<file path="config.mk">
export PLATFORM = sky130hd
export DESIGN_NAME = regfile_arbiter
export DESIGN_NICKNAME = d
export VERILOG_FILES = /design/src/rtl/regfile_arbiter.sv
export SDC_FILE = /design/constraint.sdc
export NUM_CORES = 1
export LEC_CHECK = 0
export BUFFER_PORTS_ARGS = -buffer_cell sky130_fd_sc_hd__buf_2
export CORE_ASPECT_RATIO = 1.4
export CORE_MARGIN = 2
export CORE_UTILIZATION = 61
export DETAILED_ROUTE_END_ITERATION = 6
export PLACE_DENSITY_LB_ADDON = 0.15
export REMOVE_ABC_BUFFERS = 1
export SETUP_SLACK_MARGIN = 0.4
export SLEW_MARGIN = 0
export SYNTH_ARGS = -nofsm -noshare
export SYNTH_HDL_FRONTEND = slang
export SYNTH_SLANG_ARGS = --single-unit
</file>
<file path="constraint.sdc">
create_clock -name clk -period 12.9 [get_ports clk]
set_clock_uncertainty 0.05 [all_clocks]
set_input_delay 1.29 -clock clk [delete_from_list [all_inputs] [get_ports clk]]
set_output_delay 1.29 -clock clk [all_outputs]
set_load 0.05 [all_outputs]
</file>
<file path="src/rtl/regfile_arbiter.sv">
// regfile_arbiter: 16 x DW register file (r0 hardwired to zero) shared by two
// requesters through a single round-robin arbitrated access slot per cycle.
module regfile_arbiter #(
  parameter int DW = 8
) (
  input  logic             clk,
  input  logic             rst,
  input  logic             reqA,
  input  logic             weA,
  input  logic [3:0]       addrA,
  input  logic [DW-1:0]    wdataA,
  output logic             gntA,
  output logic             rvalidA,
  output logic [DW-1:0]    rdataA,
  input  logic             reqB,
  input  logic             weB,
  input  logic [3:0]       addrB,
  input  logic [DW-1:0]    wdataB,
  output logic             gntB,
  output logic             rvalidB,
  output logic [DW-1:0]    rdataB,
  output logic [16*DW-1:0] regOut,
  output logic             lastGnt
);

  // Registers 1..15 only; r0 has no storage.
  logic [DW-1:0] regs_q [1:15];
  logic [DW-1:0] regs_d [1:15];

  logic          gntA_q, gntA_d, gntB_q, gntB_d;
  logic          rvalidA_q, rvalidA_d, rvalidB_q, rvalidB_d;
  logic [DW-1:0] rdataA_q, rdataA_d, rdataB_q, rdataB_d;
  logic          lastGnt_q, lastGnt_d;

  logic          eligA, eligB, winA, winB;

  // Register lookup with r0 reading as zero.
  function automatic logic [DW-1:0] rd_reg(input logic [3:0] a);
    logic [DW-1:0] v;
    v = '0;
    for (int i = 1; i < 16; i++) begin
      if (a == 4'(i)) v = regs_q[i];
    end
    return v;
  endfunction

  // Round-robin arbitration: a requester granted last cycle sits out this edge.
  always_comb begin
    eligA = reqA & ~gntA_q;
    eligB = reqB & ~gntB_q;
    winA  = eligA & (~eligB | lastGnt_q);
    winB  = eligB & (~eligA | ~lastGnt_q);
  end

  // Next-state for storage, read data, grant pulses and the round-robin pointer.
  always_comb begin
    regs_d    = regs_q;
    gntA_d    = winA;
    gntB_d    = winB;
    rvalidA_d = winA & ~weA;
    rvalidB_d = winB & ~weB;
    rdataA_d  = rdataA_q;
    rdataB_d  = rdataB_q;
    lastGnt_d = lastGnt_q;
    for (int i = 1; i < 16; i++) begin
      if (winA && weA && addrA == 4'(i)) regs_d[i] = wdataA;
      if (winB && weB && addrB == 4'(i)) regs_d[i] = wdataB;
    end
    // Reads sample the pre-edge contents; only one access wins per edge.
    if (winA && !weA) rdataA_d = rd_reg(addrA);
    if (winB && !weB) rdataB_d = rd_reg(addrB);
    if (winA)      lastGnt_d = 1'b0;
    else if (winB) lastGnt_d = 1'b1;
  end

  // State registers; reset leaves lastGnt at B so A wins the first tie.
  always_ff @(posedge clk or posedge rst) begin
    if (rst) begin
      for (int i = 1; i < 16; i++) regs_q[i] <= '0;
      gntA_q    <= 1'b0;
      gntB_q    <= 1'b0;
      rvalidA_q <= 1'b0;
      rvalidB_q <= 1'b0;
      rdataA_q  <= '0;
      rdataB_q  <= '0;
      lastGnt_q <= 1'b1;
    end else begin
      regs_q    <= regs_d;
      gntA_q    <= gntA_d;
      gntB_q    <= gntB_d;
      rvalidA_q <= rvalidA_d;
      rvalidB_q <= rvalidB_d;
      rdataA_q  <= rdataA_d;
      rdataB_q  <= rdataB_d;
      lastGnt_q <= lastGnt_d;
    end
  end

  // Packed register view; slot 0 is constant zero.
  always_comb begin
    regOut = '0;
    for (int i = 1; i < 16; i++) regOut[i*DW +: DW] = regs_q[i];
  end

  assign gntA    = gntA_q;
  assign gntB    = gntB_q;
  assign rvalidA = rvalidA_q;
  assign rvalidB = rvalidB_q;
  assign rdataA  = rdataA_q;
  assign rdataB  = rdataB_q;
  assign lastGnt = lastGnt_q;

endmodule
</file>
==> run_summary.xml, run 1 <==
<?xml version="1.0" encoding="UTF-8"?>
<metrics>
  <group name="status">
    <metric name="outcome" unit="">complete, but fails checks</metric>
    <metric name="violations" unit="">design-rule violations</metric>
  </group>
  <group name="synth">
    <metric name="synth_most_common_cell" unit="">sky130_fd_sc_hd__dfrtp_1</metric>
    <metric name="ys_seq_elements" unit="">141</metric>
    <metric name="top_area_cell_type_share_of_the_netlist_area" unit="%">37.2</metric>
    <metric name="yosys_warnings" unit="">0</metric>
    <metric name="netlist_instances" unit="">1012</metric>
    <metric name="seq_area_frac_synth" unit="%">37.5</metric>
    <metric name="synth_commonest_cells" unit="">sky130_fd_sc_hd__dfrtp_1, sky130_fd_sc_hd__mux2i_1, sky130_fd_sc_hd__nand2_1, sky130_fd_sc_hd__a21oi_1, sky130_fd_sc_hd__nor2_1</metric>
    <metric name="ys_types" unit="">79</metric>
    <metric name="netlist.top_cell.by_area" unit="">sky130_fd_sc_hd__dfrtp_1</metric>
    <metric name="dominantRegCellSynth" unit="">sky130_fd_sc_hd__dfrtp_1</metric>
    <metric name="synthArstFlopShare" unit="%">100</metric>
    <metric name="synth_enable_flop_cells" unit="">0</metric>
    <metric name="average_instance_area_after_synthesis" unit="sq um">9.30</metric>
    <metric name="netlist_top_cells_area" unit="">sky130_fd_sc_hd__dfrtp_1, sky130_fd_sc_hd__mux2i_1, sky130_fd_sc_hd__a22o_1</metric>
    <metric name="netlist_area" unit="sq um">9410</metric>
  </group>
  <group name="sta">
    <metric name="worst_pin_slew" unit="ns">0.999</metric>
    <metric name="setup_viol_count_final" unit="">0</metric>
    <metric name="worst_slew_margin_rel" unit="%">33.4</metric>
    <metric name="final_max_slew_viol_count" unit="">0</metric>
    <metric name="timing.final.ws_setup" unit="ns">9.11</metric>
    <metric name="fin_setup_tns" unit="ns">0</metric>
    <metric name="grt_setup_unrepaired" unit="">false</metric>
    <metric name="final_hold_viol_count" unit="">0</metric>
    <metric name="final.period_utilization" unit="%">29.4</metric>
    <metric name="fmax" unit="GHz">0.264</metric>
    <metric name="fin_crit" unit="ns">3.79</metric>
  </group>
  <group name="clock_tree">
    <metric name="cts_made_buffers" unit="">17</metric>
    <metric name="post_cts_buffers" unit="">0</metric>
    <metric name="worst_setup_hold_path_clk_slew" unit="ns">0.06</metric>
    <metric name="clock_latency_on_the_worst_skew_pair" unit="ns">0.43</metric>
    <metric name="clock_buffer_depth" unit="">2</metric>
    <metric name="cts_tree" unit="">done</metric>
    <metric name="post_cts_resized" unit="">0</metric>
    <metric name="clkSinkCount" unit="">141</metric>
    <metric name="ctsRootBufferMaster" unit="">sky130_fd_sc_hd__clkbuf_16</metric>
    <metric name="htree_levels" unit="">4</metric>
    <metric name="cts_hold_buffers" unit="">0</metric>
  </group>
  <group name="finish">
    <metric name="area_added_between_synthesis_and_finish" unit="%">13.5</metric>
    <metric name="final_net_count" unit="">1154</metric>
    <metric name="layout.core_utilization" unit="%">70.9</metric>
    <metric name="drive_gt1_share" unit="%">24.7</metric>
    <metric name="post-route-cell-area" unit="sq um">10700</metric>
    <metric name="n_fill_cell" unit="">1199</metric>
  </group>
  <group name="global_route">
    <metric name="globalRouteOverflowTotal" unit="">0</metric>
    <metric name="grt_use_met1" unit="%">61.7</metric>
    <metric name="grt_antenna_before_repair" unit="">1</metric>
    <metric name="gr-usage-met2" unit="%">75.9</metric>
    <metric name="first_global_vias" unit="">9517</metric>
    <metric name="grt_first_pass_wirelength" unit="microns">61000</metric>
    <metric name="global_route.usage.total" unit="%">52.2</metric>
    <metric name="most_congested_layer_reported_by_global_routing" unit="">met2</metric>
    <metric name="groute.layer.met3.usage" unit="%">18.7</metric>
    <metric name="grt_start_max_net_pins" unit="">75</metric>
  </group>
  <group name="placement">
    <metric name="hpwlAfterDp" unit="microns">27800</metric>
    <metric name="port_buffer_cells" unit="">170</metric>
    <metric name="detailed_place.area" unit="sq um">10100</metric>
    <metric name="finalWeightedCongestion" unit="">1.07</metric>
    <metric name="pre_cts_ws" unit="ns">8.78</metric>
  </group>
  <group name="pwr">
    <metric name="comb_power_share" unit="%">43.8</metric>
    <metric name="pwr-share-clk" unit="%">21.5</metric>
    <metric name="pnr_total_power" unit="mW">2.32</metric>
    <metric name="power.internal" unit="mW">1.12</metric>
    <metric name="static-leakage-power" unit="nW">4.81</metric>
    <metric name="max-vdd-ir-drop" unit="mV">0.177</metric>
    <metric name="p_seq_share" unit="%">34.7</metric>
    <metric name="p_switching" unit="mW">1.21</metric>
    <metric name="switching_share" unit="%">51.9</metric>
    <metric name="power-per-cell-area" unit="nW/um^2">218</metric>
  </group>
  <group name="routing">
    <metric name="remaining_drc_errors" unit="">18</metric>
    <metric name="vias" unit="">9904</metric>
    <metric name="postRouteWirelength" unit="microns">42000</metric>
    <metric name="dr.pass1.iters" unit="">7</metric>
    <metric name="final_antenna_net_count" unit="">0</metric>
    <metric name="routed_via_density" unit="">7.45</metric>
    <metric name="detailedRoute.firstIterationViolations" unit="">1494</metric>
    <metric name="route.detailed.wl_per_inst" unit="microns">31.6</metric>
  </group>
  <group name="critical_path">
    <metric name="worst_r2r_endpoint" unit="">regOut[11]$_DFFE_PP0P_</metric>
    <metric name="critPathCaptureType" unit="">register</metric>
    <metric name="critical_r2r_launch" unit="">gntA$_DFF_PP0_</metric>
    <metric name="crit_path_max_fanout" unit="">53</metric>
    <metric name="cp.required" unit="ns">13.22</metric>
    <metric name="critical_path.startpoint_type" unit="">primary input</metric>
    <metric name="cp_launch_point" unit="">addrA[0]</metric>
    <metric name="worstRegToRegCells" unit="">6</metric>
    <metric name="timing.setup.critical_path_class" unit="">primary input to register</metric>
    <metric name="reg2reg_slack" unit="ns">10.56</metric>
    <metric name="critPathArrivalTime" unit="ns">4.12</metric>
  </group>
  <group name="job">
    <metric name="cap_viol_max_count" unit="">0</metric>
  </group>
  <group name="floorplanning">
    <metric name="pin_count" unit="">179</metric>
    <metric name="die_x" unit="microns">109</metric>
    <metric name="die_height" unit="microns">151</metric>
    <metric name="die_area" unit="sq um">16400</metric>
    <metric name="start_util" unit="%">62.5</metric>
    <metric name="design.core.area" unit="sq um">15100</metric>
    <metric name="rows" unit="">53</metric>
  </group>
  <group name="min_path">
    <metric name="holdCritStartpoint" unit="">rdataA[2]$_DFFE_PP0P_</metric>
    <metric name="whs_endpoint" unit="">rdataA[2]$_DFFE_PP0P_</metric>
    <metric name="worstHoldPathType" unit="">register to register</metric>
    <metric name="hold-path-cell-count" unit="">2</metric>
  </group>
</metrics>
-- worst max path at each step --
stage,slack (ns),to
6_report,9.11,rdataA[6]$_DFFE_PP0P_
5_1_grt,9.03,rdataA[6]$_DFFE_PP0P_
4_1_cts,9.21,rdataA[6]$_DFFE_PP0P_
3_5_place_dp,8.78,rdataA[6]$_DFFE_PP0P_
3_3_place_gp,8.83,rdataA[6]$_DFFE_PP0P_
2_1_floorplan,7.78,gntA$_DFF_PP0_
-- metal layers --
layer	vias up	part of all wire, %
li1	4014	-
met5	-	0
met1	4682	33
met4	0	9.9
met3	280	13
met2	928	44
-- worst max-delay path: stages --
cell                       delay [ns]
sky130_fd_sc_hd__buf_2           0.08
sky130_fd_sc_hd__buf_4           0.53
sky130_fd_sc_hd__clkinv_1        0.72
sky130_fd_sc_hd__o32a_1          0.54
sky130_fd_sc_hd__a211oi_1        0.45
sky130_fd_sc_hd__o311a_1         0.29
sky130_fd_sc_hd__o22a_1          0.17
-- area by class of cell --
type / count / area, sq um / area share, %
Sequential cell: 141 / 3530 / 33.1
Antenna cell: 1 / 2.50 / 0.0234
Clock buffer: 19 / 443 / 4.15
Timing Repair Buffer: 182 / 941 / 8.81
Tap cell: 192 / 240 / 2.25
Clock inverter: 12 / 136 / 1.28
Multi-Input combinational cell: 758 / 5290 / 49.5
Inverter: 24 / 95.1 / 0.891
-- flip-flops by register name, summed over array words and instances, names as in the netlist --
register	cells
regOut	120
rdataA	8
rdataB	8
gntA	1
gntB	1
lastGnt	1
rvalidA	1
rvalidB	1
-- through the flow --
step,cells,hold WS [ns]
global placement,1297,0.425
detailed placement,1297,0.432
finish,1329,0.446
global route,1329,0.483
floorplan,923,0.582
CTS,1328,0.445
-- power groups by stage --
stage,combinational [mW],sequential (mW),clock [mW]
2_1_floorplan,0.260,1.16,0
3_3_place_gp,0.986,0.790,0
3_5_place_dp,1.00,0.790,0
4_1_cts,1.00,0.784,0.496
5_1_grt,1.06,0.804,0.517
6_report,1.02,0.806,0.500
-- layout by cell type, fill, tap and decap left out, types with 7 or more instances in the layout --
cell / synthesis / routed
sky130_fd_sc_hd__nand2_1: 72 / 72
sky130_fd_sc_hd__buf_2: 35 / 170
sky130_fd_sc_hd__nor2_1: 56 / 56
sky130_fd_sc_hd__nor3_1: 17 / 17
sky130_fd_sc_hd__o22ai_1: 35 / 35
sky130_fd_sc_hd__a21o_1: 43 / 43
sky130_fd_sc_hd__a211oi_1: 7 / 7
sky130_fd_sc_hd__dfrtp_1: 140 / 140
sky130_fd_sc_hd__mux2_2: 20 / 20
sky130_fd_sc_hd__nor3_2: 10 / 10
sky130_fd_sc_hd__a31oi_1: 9 / 9
sky130_fd_sc_hd__nand3_1: 10 / 10
sky130_fd_sc_hd__conb_1: 1 / 8
sky130_fd_sc_hd__a22oi_1: 7 / 7
sky130_fd_sc_hd__o21ai_0: 55 / 55
sky130_fd_sc_hd__o211ai_1: 9 / 9
sky130_fd_sc_hd__a22o_1: 42 / 42
sky130_fd_sc_hd__nor2b_1: 21 / 21
sky130_fd_sc_hd__nand2b_1: 14 / 14
sky130_fd_sc_hd__o221ai_1: 9 / 9
sky130_fd_sc_hd__mux2i_1: 81 / 81
sky130_fd_sc_hd__buf_4: 20 / 12
sky130_fd_sc_hd__a221oi_1: 9 / 9
sky130_fd_sc_hd__inv_1: 22 / 21
sky130_fd_sc_hd__or3_1: 14 / 14
sky130_fd_sc_hd__o21ai_1: 28 / 28
sky130_fd_sc_hd__a21oi_1: 66 / 66
sky130_fd_sc_hd__clkbuf_16: 0 / 17
sky130_fd_sc_hd__nor3_4: 11 / 11
-- cell families after synthesis --
family,count (synthesis),synth area share [%]
flops,141,37.5
buf+inv,120,6.54
mux,104,11.7
other cells,1,0.0399
compound gates,374,27.0
simple gates,272,17.1
No activity file was read; power rests on OpenSTA's default activity.
==> run 2, diff against run 1 <==
--- a/config.mk
+++ b/config.mk
@@ -8,7 +8,7 @@
 export BUFFER_PORTS_ARGS = -buffer_cell sky130_fd_sc_hd__buf_2
 export CORE_ASPECT_RATIO = 1.4
 export CORE_MARGIN = 2
-export CORE_UTILIZATION = 61
+export CORE_UTILIZATION = 51
 export DETAILED_ROUTE_END_ITERATION = 6
 export PLACE_DENSITY_LB_ADDON = 0.15
 export REMOVE_ABC_BUFFERS = 1
==> constraint.sdc (replaced) <==
create_clock -name clk -period 3.3 [get_ports clk]
set_clock_uncertainty 0.05 [all_clocks]
set_input_delay 0.33 -clock clk [delete_from_list [all_inputs] [get_ports clk]]
set_output_delay 0.33 -clock clk [all_outputs]
set_load 0.05 [all_outputs]
==> run_summary.xml, run 2 (synthesized netlist as in run 1, its figures left out) <==
<?xml version="1.0" encoding="UTF-8"?>
<metrics>
  <group name="status">
    <metric name="outcome" unit="">completed</metric>
  </group>
  <group name="clock_tree">
    <metric name="cts_hold_buffers" unit="">1</metric>
    <metric name="worst_setup_hold_path_clk_slew" unit="ns">0.06</metric>
    <metric name="cts_made_buffers" unit="">17</metric>
    <metric name="post_cts_resized" unit="">0</metric>
    <metric name="clock_buffer_depth" unit="">2</metric>
    <metric name="cts_tree" unit="">done</metric>
    <metric name="clkSinkCount" unit="">141</metric>
    <metric name="post_cts_buffers" unit="">0</metric>
    <metric name="ctsRootBufferMaster" unit="">sky130_fd_sc_hd__clkbuf_16</metric>
    <metric name="clock_latency_on_the_worst_skew_pair" unit="ns">0.44</metric>
    <metric name="htree_levels" unit="">4</metric>
  </group>
  <group name="floorplanning">
    <metric name="pin_count" unit="">179</metric>
    <metric name="die_area" unit="sq um">19600</metric>
    <metric name="rows" unit="">58</metric>
    <metric name="die_x" unit="microns">119</metric>
    <metric name="die_height" unit="microns">165</metric>
    <metric name="start_util" unit="%">52.3</metric>
    <metric name="design.core.area" unit="sq um">18000</metric>
  </group>
  <group name="job">
    <metric name="cap_viol_max_count" unit="">0</metric>
  </group>
  <group name="global_route">
    <metric name="grt_start_max_net_pins" unit="">68</metric>
    <metric name="global_route.usage.total" unit="%">44.9</metric>
    <metric name="first_global_vias" unit="">9239</metric>
    <metric name="grt_first_pass_wirelength" unit="microns">63100</metric>
    <metric name="globalRouteOverflowTotal" unit="">0</metric>
    <metric name="grt_antenna_before_repair" unit="">0</metric>
  </group>
  <group name="sta">
    <metric name="final.period_utilization" unit="%">77.6</metric>
    <metric name="final_hold_viol_count" unit="">0</metric>
    <metric name="fin_crit" unit="ns">2.56</metric>
    <metric name="worst_slew_margin_rel" unit="%">34.6</metric>
    <metric name="setup_viol_count_final" unit="">0</metric>
    <metric name="fmax" unit="GHz">0.391</metric>
    <metric name="final_max_slew_viol_count" unit="">0</metric>
    <metric name="grt_setup_unrepaired" unit="">false</metric>
    <metric name="timing.final.ws_setup" unit="ns">0.740</metric>
    <metric name="worst_pin_slew" unit="ns">0.980</metric>
    <metric name="timing.hold.ws" unit="ns">0.238</metric>
  </group>
  <group name="routing">
    <metric name="vias" unit="">9750</metric>
    <metric name="detailedRoute.firstIterationViolations" unit="">1396</metric>
    <metric name="final_antenna_net_count" unit="">0</metric>
    <metric name="postRouteWirelength" unit="microns">43600</metric>
    <metric name="dr.pass1.iters" unit="">5</metric>
    <metric name="routed_via_density" unit="">6.95</metric>
    <metric name="remaining_drc_errors" unit="">0</metric>
    <metric name="route.detailed.wl_per_inst" unit="microns">31.1</metric>
  </group>
  <group name="placement">
    <metric name="finalWeightedCongestion" unit="">1.07</metric>
    <metric name="pre_cts_ws" unit="ns">0.644</metric>
    <metric name="detailed_place.area" unit="sq um">10400</metric>
    <metric name="hpwlAfterDp" unit="microns">30000</metric>
    <metric name="port_buffer_cells" unit="">170</metric>
  </group>
  <group name="critical_path">
    <metric name="critPathCaptureType" unit="">register</metric>
    <metric name="critPathArrivalTime" unit="ns">2.77</metric>
    <metric name="cp.required" unit="ns">3.51</metric>
    <metric name="critical_r2r_launch" unit="">gntB$_DFF_PP0_</metric>
    <metric name="timing.setup.critical_path_class" unit="">register to register</metric>
    <metric name="worstRegToRegCells" unit="">5</metric>
    <metric name="reg2reg_slack" unit="ns">0.74</metric>
    <metric name="critical_path.startpoint_type" unit="">register</metric>
    <metric name="worst_r2r_endpoint" unit="">regOut[75]$_DFFE_PP0P_</metric>
    <metric name="crit_path_max_fanout" unit="">16</metric>
  </group>
  <group name="finish">
    <metric name="final_net_count" unit="">1180</metric>
    <metric name="n_fill_cell" unit="">1652</metric>
    <metric name="flip_flop_count_of_the_largest_register_all_copies_and_words_added" unit="">120</metric>
    <metric name="insertedDiodeCount" unit="">0</metric>
    <metric name="layout.cells.most_common_list" unit="">sky130_fd_sc_hd__buf_2, sky130_fd_sc_hd__dfrtp_1, sky130_fd_sc_hd__mux2i_1</metric>
    <metric name="post-route-cell-area" unit="sq um">10900</metric>
    <metric name="layout.cells.most_common" unit="">sky130_fd_sc_hd__buf_2</metric>
    <metric name="drive_gt1_share" unit="%">26.5</metric>
    <metric name="area_added_between_synthesis_and_finish" unit="%">16.4</metric>
  </group>
  <group name="pwr">
    <metric name="static-leakage-power" unit="nW">4.95</metric>
    <metric name="max-vdd-ir-drop" unit="mV">0.658</metric>
    <metric name="power-per-cell-area" unit="nW/um^2">822</metric>
  </group>
  <group name="min_path">
    <metric name="whs_endpoint" unit="">lastGnt$_DFFE_PP1P_</metric>
    <metric name="worstHoldPathType" unit="">primary input to register</metric>
    <metric name="holdCritStartpoint" unit="">reqA</metric>
    <metric name="hold-path-cell-count" unit="">3</metric>
  </group>
</metrics>
==> run 2: cell type report <==
cell class / instances / area, sq um / area share, %
clock buffers: 20 / 467 / 4.26
inverters: 24 / 95.1 / 0.869
clock inverters: 12 / 103 / 0.937
multi-input cells: 758 / 5290 / 48.3
well taps: 240 / 300 / 2.74
flip-flops and latches: 141 / 3530 / 32.2
repair buffers: 208 / 1160 / 10.6
==> run 2: how the worst max path moves through the flow <==
stage / cells after the start / endpoint / slack (ns) / from
after floorplan: 1 / gntA$_DFF_PP0_ / -0.86 / rst
after detailed placement: 6 / rdataA[1]$_DFFE_PP0P_ / 0.64 / addrA[2]
after global placement: 7 / rdataA[1]$_DFFE_PP0P_ / 0.67 / addrA[0]
after CTS: 5 / regOut[75]$_DFFE_PP0P_ / 0.77 / gntB$_DFF_PP0_
after global routing: 5 / regOut[73]$_DFFE_PP0P_ / 0.53 / gntB$_DFF_PP0_
final: 5 / regOut[75]$_DFFE_PP0P_ / 0.74 / gntB$_DFF_PP0_
==> run 2: report_power, final <==
group	total, mW	internal, mW	switching (mW)	leakage [nW]
Sequential	3.12	2.25	0.877	1.75
Clock	1.90	1.04	0.863	0.274
Combinational	3.97	1.01	2.96	2.92
==> run 2: critical path, stage by stage, from the launching register on <==
cell and delay, ns:
sky130_fd_sc_hd__dfrtp_1 0.38, sky130_fd_sc_hd__nor2b_1 0.15, sky130_fd_sc_hd__nand3_1 0.51, sky130_fd_sc_hd__buf_12 0.37
sky130_fd_sc_hd__nor3_2 0.68, sky130_fd_sc_hd__o21ai_0 0.23
==> run 2: through the flow <==
stage                     TNS [ns]  util, %  power (mW)  instances
after floorplan            -120.34        -        5.56        923
after global placement           0     57.6        7.00       1370
after detailed placement         0     57.6        7.02       1370
after CTS                        0     60.8        8.91       1403
after global routing             0     60.8        9.26       1403
final                            0     60.8        9.00       1403
==> run 2: routing by layer <==
layer / vias up / share of wire, % / global-route usage, %
li1: 4070 / - / -
met1: 4757 / 36 / 54.4
met2: 734 / 47 / 72.5
met3: 189 / 9.3 / 9.12
met4: 0 / 7.5 / 29.9
met5: - / 0 / 0
==> run 3, diff against run 2 <==
--- a/config.mk
+++ b/config.mk
@@ -8,7 +8,7 @@
 export BUFFER_PORTS_ARGS = -buffer_cell sky130_fd_sc_hd__buf_2
 export CORE_ASPECT_RATIO = 1.4
 export CORE_MARGIN = 2
-export CORE_UTILIZATION = 51
+export CORE_UTILIZATION = 57
 export DETAILED_ROUTE_END_ITERATION = 6
 export PLACE_DENSITY_LB_ADDON = 0.15
 export REMOVE_ABC_BUFFERS = 1
==> constraint.sdc (replaced) <==
create_clock -name clk -period 2.6 [get_ports clk]
set_clock_uncertainty 0.05 [all_clocks]
set_input_delay 0.26 -clock clk [delete_from_list [all_inputs] [get_ports clk]]
set_output_delay 0.26 -clock clk [all_outputs]
set_load 0.05 [all_outputs]
==> run_summary.xml, run 3 (synthesized netlist as in run 1, its figures left out) <==
<?xml version="1.0" encoding="UTF-8"?>
<metrics>
  <group name="floorplanning">
    <metric name="die_height" unit="microns">156</metric>
    <metric name="rows" unit="">55</metric>
    <metric name="start_util" unit="%">58.2</metric>
    <metric name="design.core.area" unit="sq um">16200</metric>
    <metric name="die_area" unit="sq um">17600</metric>
    <metric name="die_x" unit="microns">113</metric>
    <metric name="pin_count" unit="">179</metric>
  </group>
  <group name="clock_tree">
    <metric name="ctsRootBufferMaster" unit="">sky130_fd_sc_hd__clkbuf_16</metric>
    <metric name="clkSinkCount" unit="">141</metric>
    <metric name="htree_levels" unit="">4</metric>
    <metric name="clock_buffer_depth" unit="">2</metric>
    <metric name="worst_setup_hold_path_clk_slew" unit="ns">0.06</metric>
    <metric name="cts_tree" unit="">done</metric>
    <metric name="cts_made_buffers" unit="">17</metric>
    <metric name="clock_latency_on_the_worst_skew_pair" unit="ns">0.44</metric>
  </group>
  <group name="placement">
    <metric name="hpwlAfterDp" unit="microns">30100</metric>
    <metric name="port_buffer_cells" unit="">170</metric>
    <metric name="finalWeightedCongestion" unit="">1.09</metric>
    <metric name="detailed_place.area" unit="sq um">10600</metric>
    <metric name="pre_cts_ws" unit="ns">0.185</metric>
    <metric name="dp.cells" unit="">1356</metric>
  </group>
  <group name="critical_path">
    <metric name="critical_path.startpoint_type" unit="">register</metric>
    <metric name="critical_r2r_launch" unit="">lastGnt$_DFFE_PP1P_</metric>
    <metric name="critPathArrivalTime" unit="ns">2.47</metric>
    <metric name="worst_r2r_endpoint" unit="">rdataB[6]$_DFFE_PP0P_</metric>
    <metric name="worstRegToRegCells" unit="">6</metric>
    <metric name="cp_launch_point" unit="">lastGnt$_DFFE_PP1P_</metric>
    <metric name="cp.required" unit="ns">2.90</metric>
    <metric name="crit_path_max_fanout" unit="">12</metric>
    <metric name="reg2reg_slack" unit="ns">0.43</metric>
    <metric name="worst_setup_path_endpoint" unit="">rdataB[6]$_DFFE_PP0P_</metric>
    <metric name="timing.setup.critical_path_class" unit="">register to register</metric>
    <metric name="critPathCaptureType" unit="">register</metric>
  </group>
  <group name="pwr">
    <metric name="power-per-cell-area" unit="nW/um^2">1040</metric>
    <metric name="static-leakage-power" unit="nW">5.19</metric>
    <metric name="max-vdd-ir-drop" unit="mV">0.869</metric>
    <metric name="pnr_total_power" unit="mW">11.8</metric>
  </group>
  <group name="global_route">
    <metric name="global_route.usage.total" unit="%">49.2</metric>
    <metric name="grt_start_max_net_pins" unit="">52</metric>
    <metric name="globalRouteOverflowTotal" unit="">0</metric>
    <metric name="grt_antenna_before_repair" unit="">0</metric>
    <metric name="grt_first_pass_wirelength" unit="microns">62900</metric>
    <metric name="first_global_vias" unit="">9758</metric>
  </group>
  <group name="routing">
    <metric name="route.detailed.wl_per_inst" unit="microns">31.1</metric>
    <metric name="detailedRoute.firstIterationViolations" unit="">1433</metric>
    <metric name="routed_via_density" unit="">7.23</metric>
    <metric name="final_antenna_net_count" unit="">0</metric>
    <metric name="remaining_drc_errors" unit="">1</metric>
    <metric name="dr.pass1.iters" unit="">7</metric>
    <metric name="vias" unit="">10100</metric>
    <metric name="postRouteWirelength" unit="microns">43400</metric>
  </group>
  <group name="sta">
    <metric name="final_hold_viol_count" unit="">0</metric>
    <metric name="fin_crit" unit="ns">2.17</metric>
    <metric name="setup_viol_count_final" unit="">0</metric>
    <metric name="timing.final.ws_setup" unit="ns">0.433</metric>
    <metric name="final.period_utilization" unit="%">83.4</metric>
    <metric name="fmax" unit="GHz">0.461</metric>
    <metric name="worst_slew_margin_rel" unit="%">47.3</metric>
    <metric name="worst_pin_slew" unit="ns">0.790</metric>
    <metric name="final_max_slew_viol_count" unit="">0</metric>
    <metric name="grt_setup_unrepaired" unit="">false</metric>
    <metric name="timing.hold.ws" unit="ns">0.118</metric>
    <metric name="fin_setup_tns" unit="ns">0</metric>
  </group>
  <group name="finish">
    <metric name="flip_flop_count_of_the_largest_register_all_copies_and_words_added" unit="">120</metric>
    <metric name="post-route-cell-area" unit="sq um">11300</metric>
    <metric name="drive_gt1_share" unit="%">28.7</metric>
    <metric name="final-instance-count-excl-fill" unit="">1395</metric>
    <metric name="layout.core_utilization" unit="%">70.0</metric>
    <metric name="layout.cells.most_common_list" unit="">sky130_fd_sc_hd__buf_2, sky130_fd_sc_hd__dfrtp_1, sky130_fd_sc_hd__mux2i_1</metric>
    <metric name="final_net_count" unit="">1216</metric>
    <metric name="insertedDiodeCount" unit="">0</metric>
    <metric name="layout.cells.most_common" unit="">sky130_fd_sc_hd__buf_2</metric>
    <metric name="area_added_between_synthesis_and_finish" unit="%">20.3</metric>
  </group>
  <group name="job">
    <metric name="cap_viol_max_count" unit="">0</metric>
  </group>
  <group name="status">
    <metric name="outcome" unit="">complete, but fails checks</metric>
    <metric name="violations" unit="">design-rule violations</metric>
  </group>
  <group name="min_path">
    <metric name="worstHoldPathType" unit="">primary input to register</metric>
  </group>
</metrics>
-- run 3: metal layers --
metal	global-route usage [%]	up-vias	wire, microns
met5	0	-	0
met3	13.1	267	4790
met1	57.6	4826	14600
met4	40.2	0	4370
met2	75.4	871	19600
li1	-	4127	-
-- run 3: final cells by class --
| type | count | area, sq um |
|---|---|---|
| clock inverter | 11 | 194 |
| clock buffer | 18 | 439 |
| timing repair buffer | 244 | 1520 |
| sequential | 141 | 3530 |
| multi-input combinational | 758 | 5300 |
| fill | 1272 | 4850 |
| inverter | 24 | 95.1 |
| tap | 199 | 249 |
-- run 3: worst min path at each step --
stage                     cells after the start  slack [ns]                     end  startpoint
after CTS                                     3        0.17     lastGnt$_DFFE_PP1P_        reqA
after global routing                          3        0.13     lastGnt$_DFFE_PP1P_        reqB
after detailed placement                      2        0.27  regOut[42]$_DFFE_PP0P_         rst
after floorplan                               2        0.33  regOut[29]$_DFFE_PP0P_   wdataB[5]
final                                         3        0.12     lastGnt$_DFFE_PP1P_        reqB
after global placement                        2        0.26  regOut[48]$_DFFE_PP0P_         rst
-- run 3: repair_timing --
action	4_1_cts	5_1_grt
gates resized for setup	0	2
hold endpoints to repair	43	0
setup endpoints to repair	1	36
hold buffers	1	0
buffers inserted	2	7
pin swaps	1	6
-- run 3: worst max-delay path: stages, from the launching register on --
cell and delay, ns:
sky130_fd_sc_hd__dfstp_2 0.62, sky130_fd_sc_hd__nand3b_1 0.12, sky130_fd_sc_hd__nand3b_1 0.37, sky130_fd_sc_hd__inv_1 0.42
sky130_fd_sc_hd__nand3_1 0.22, sky130_fd_sc_hd__o21ai_0 0.12, sky130_fd_sc_hd__a21oi_1 0.16
-- run 3: report_power, final --
| part | leakage [nW] | internal [mW] | switching [mW] | total (mW) |
|---|---|---|---|---|
| Clock | 0.308 | 1.71 | 1.00 | 2.72 |
| Combinational | 3.14 | 1.32 | 3.81 | 5.13 |
| Sequential | 1.75 | 2.85 | 1.12 | 3.97 |
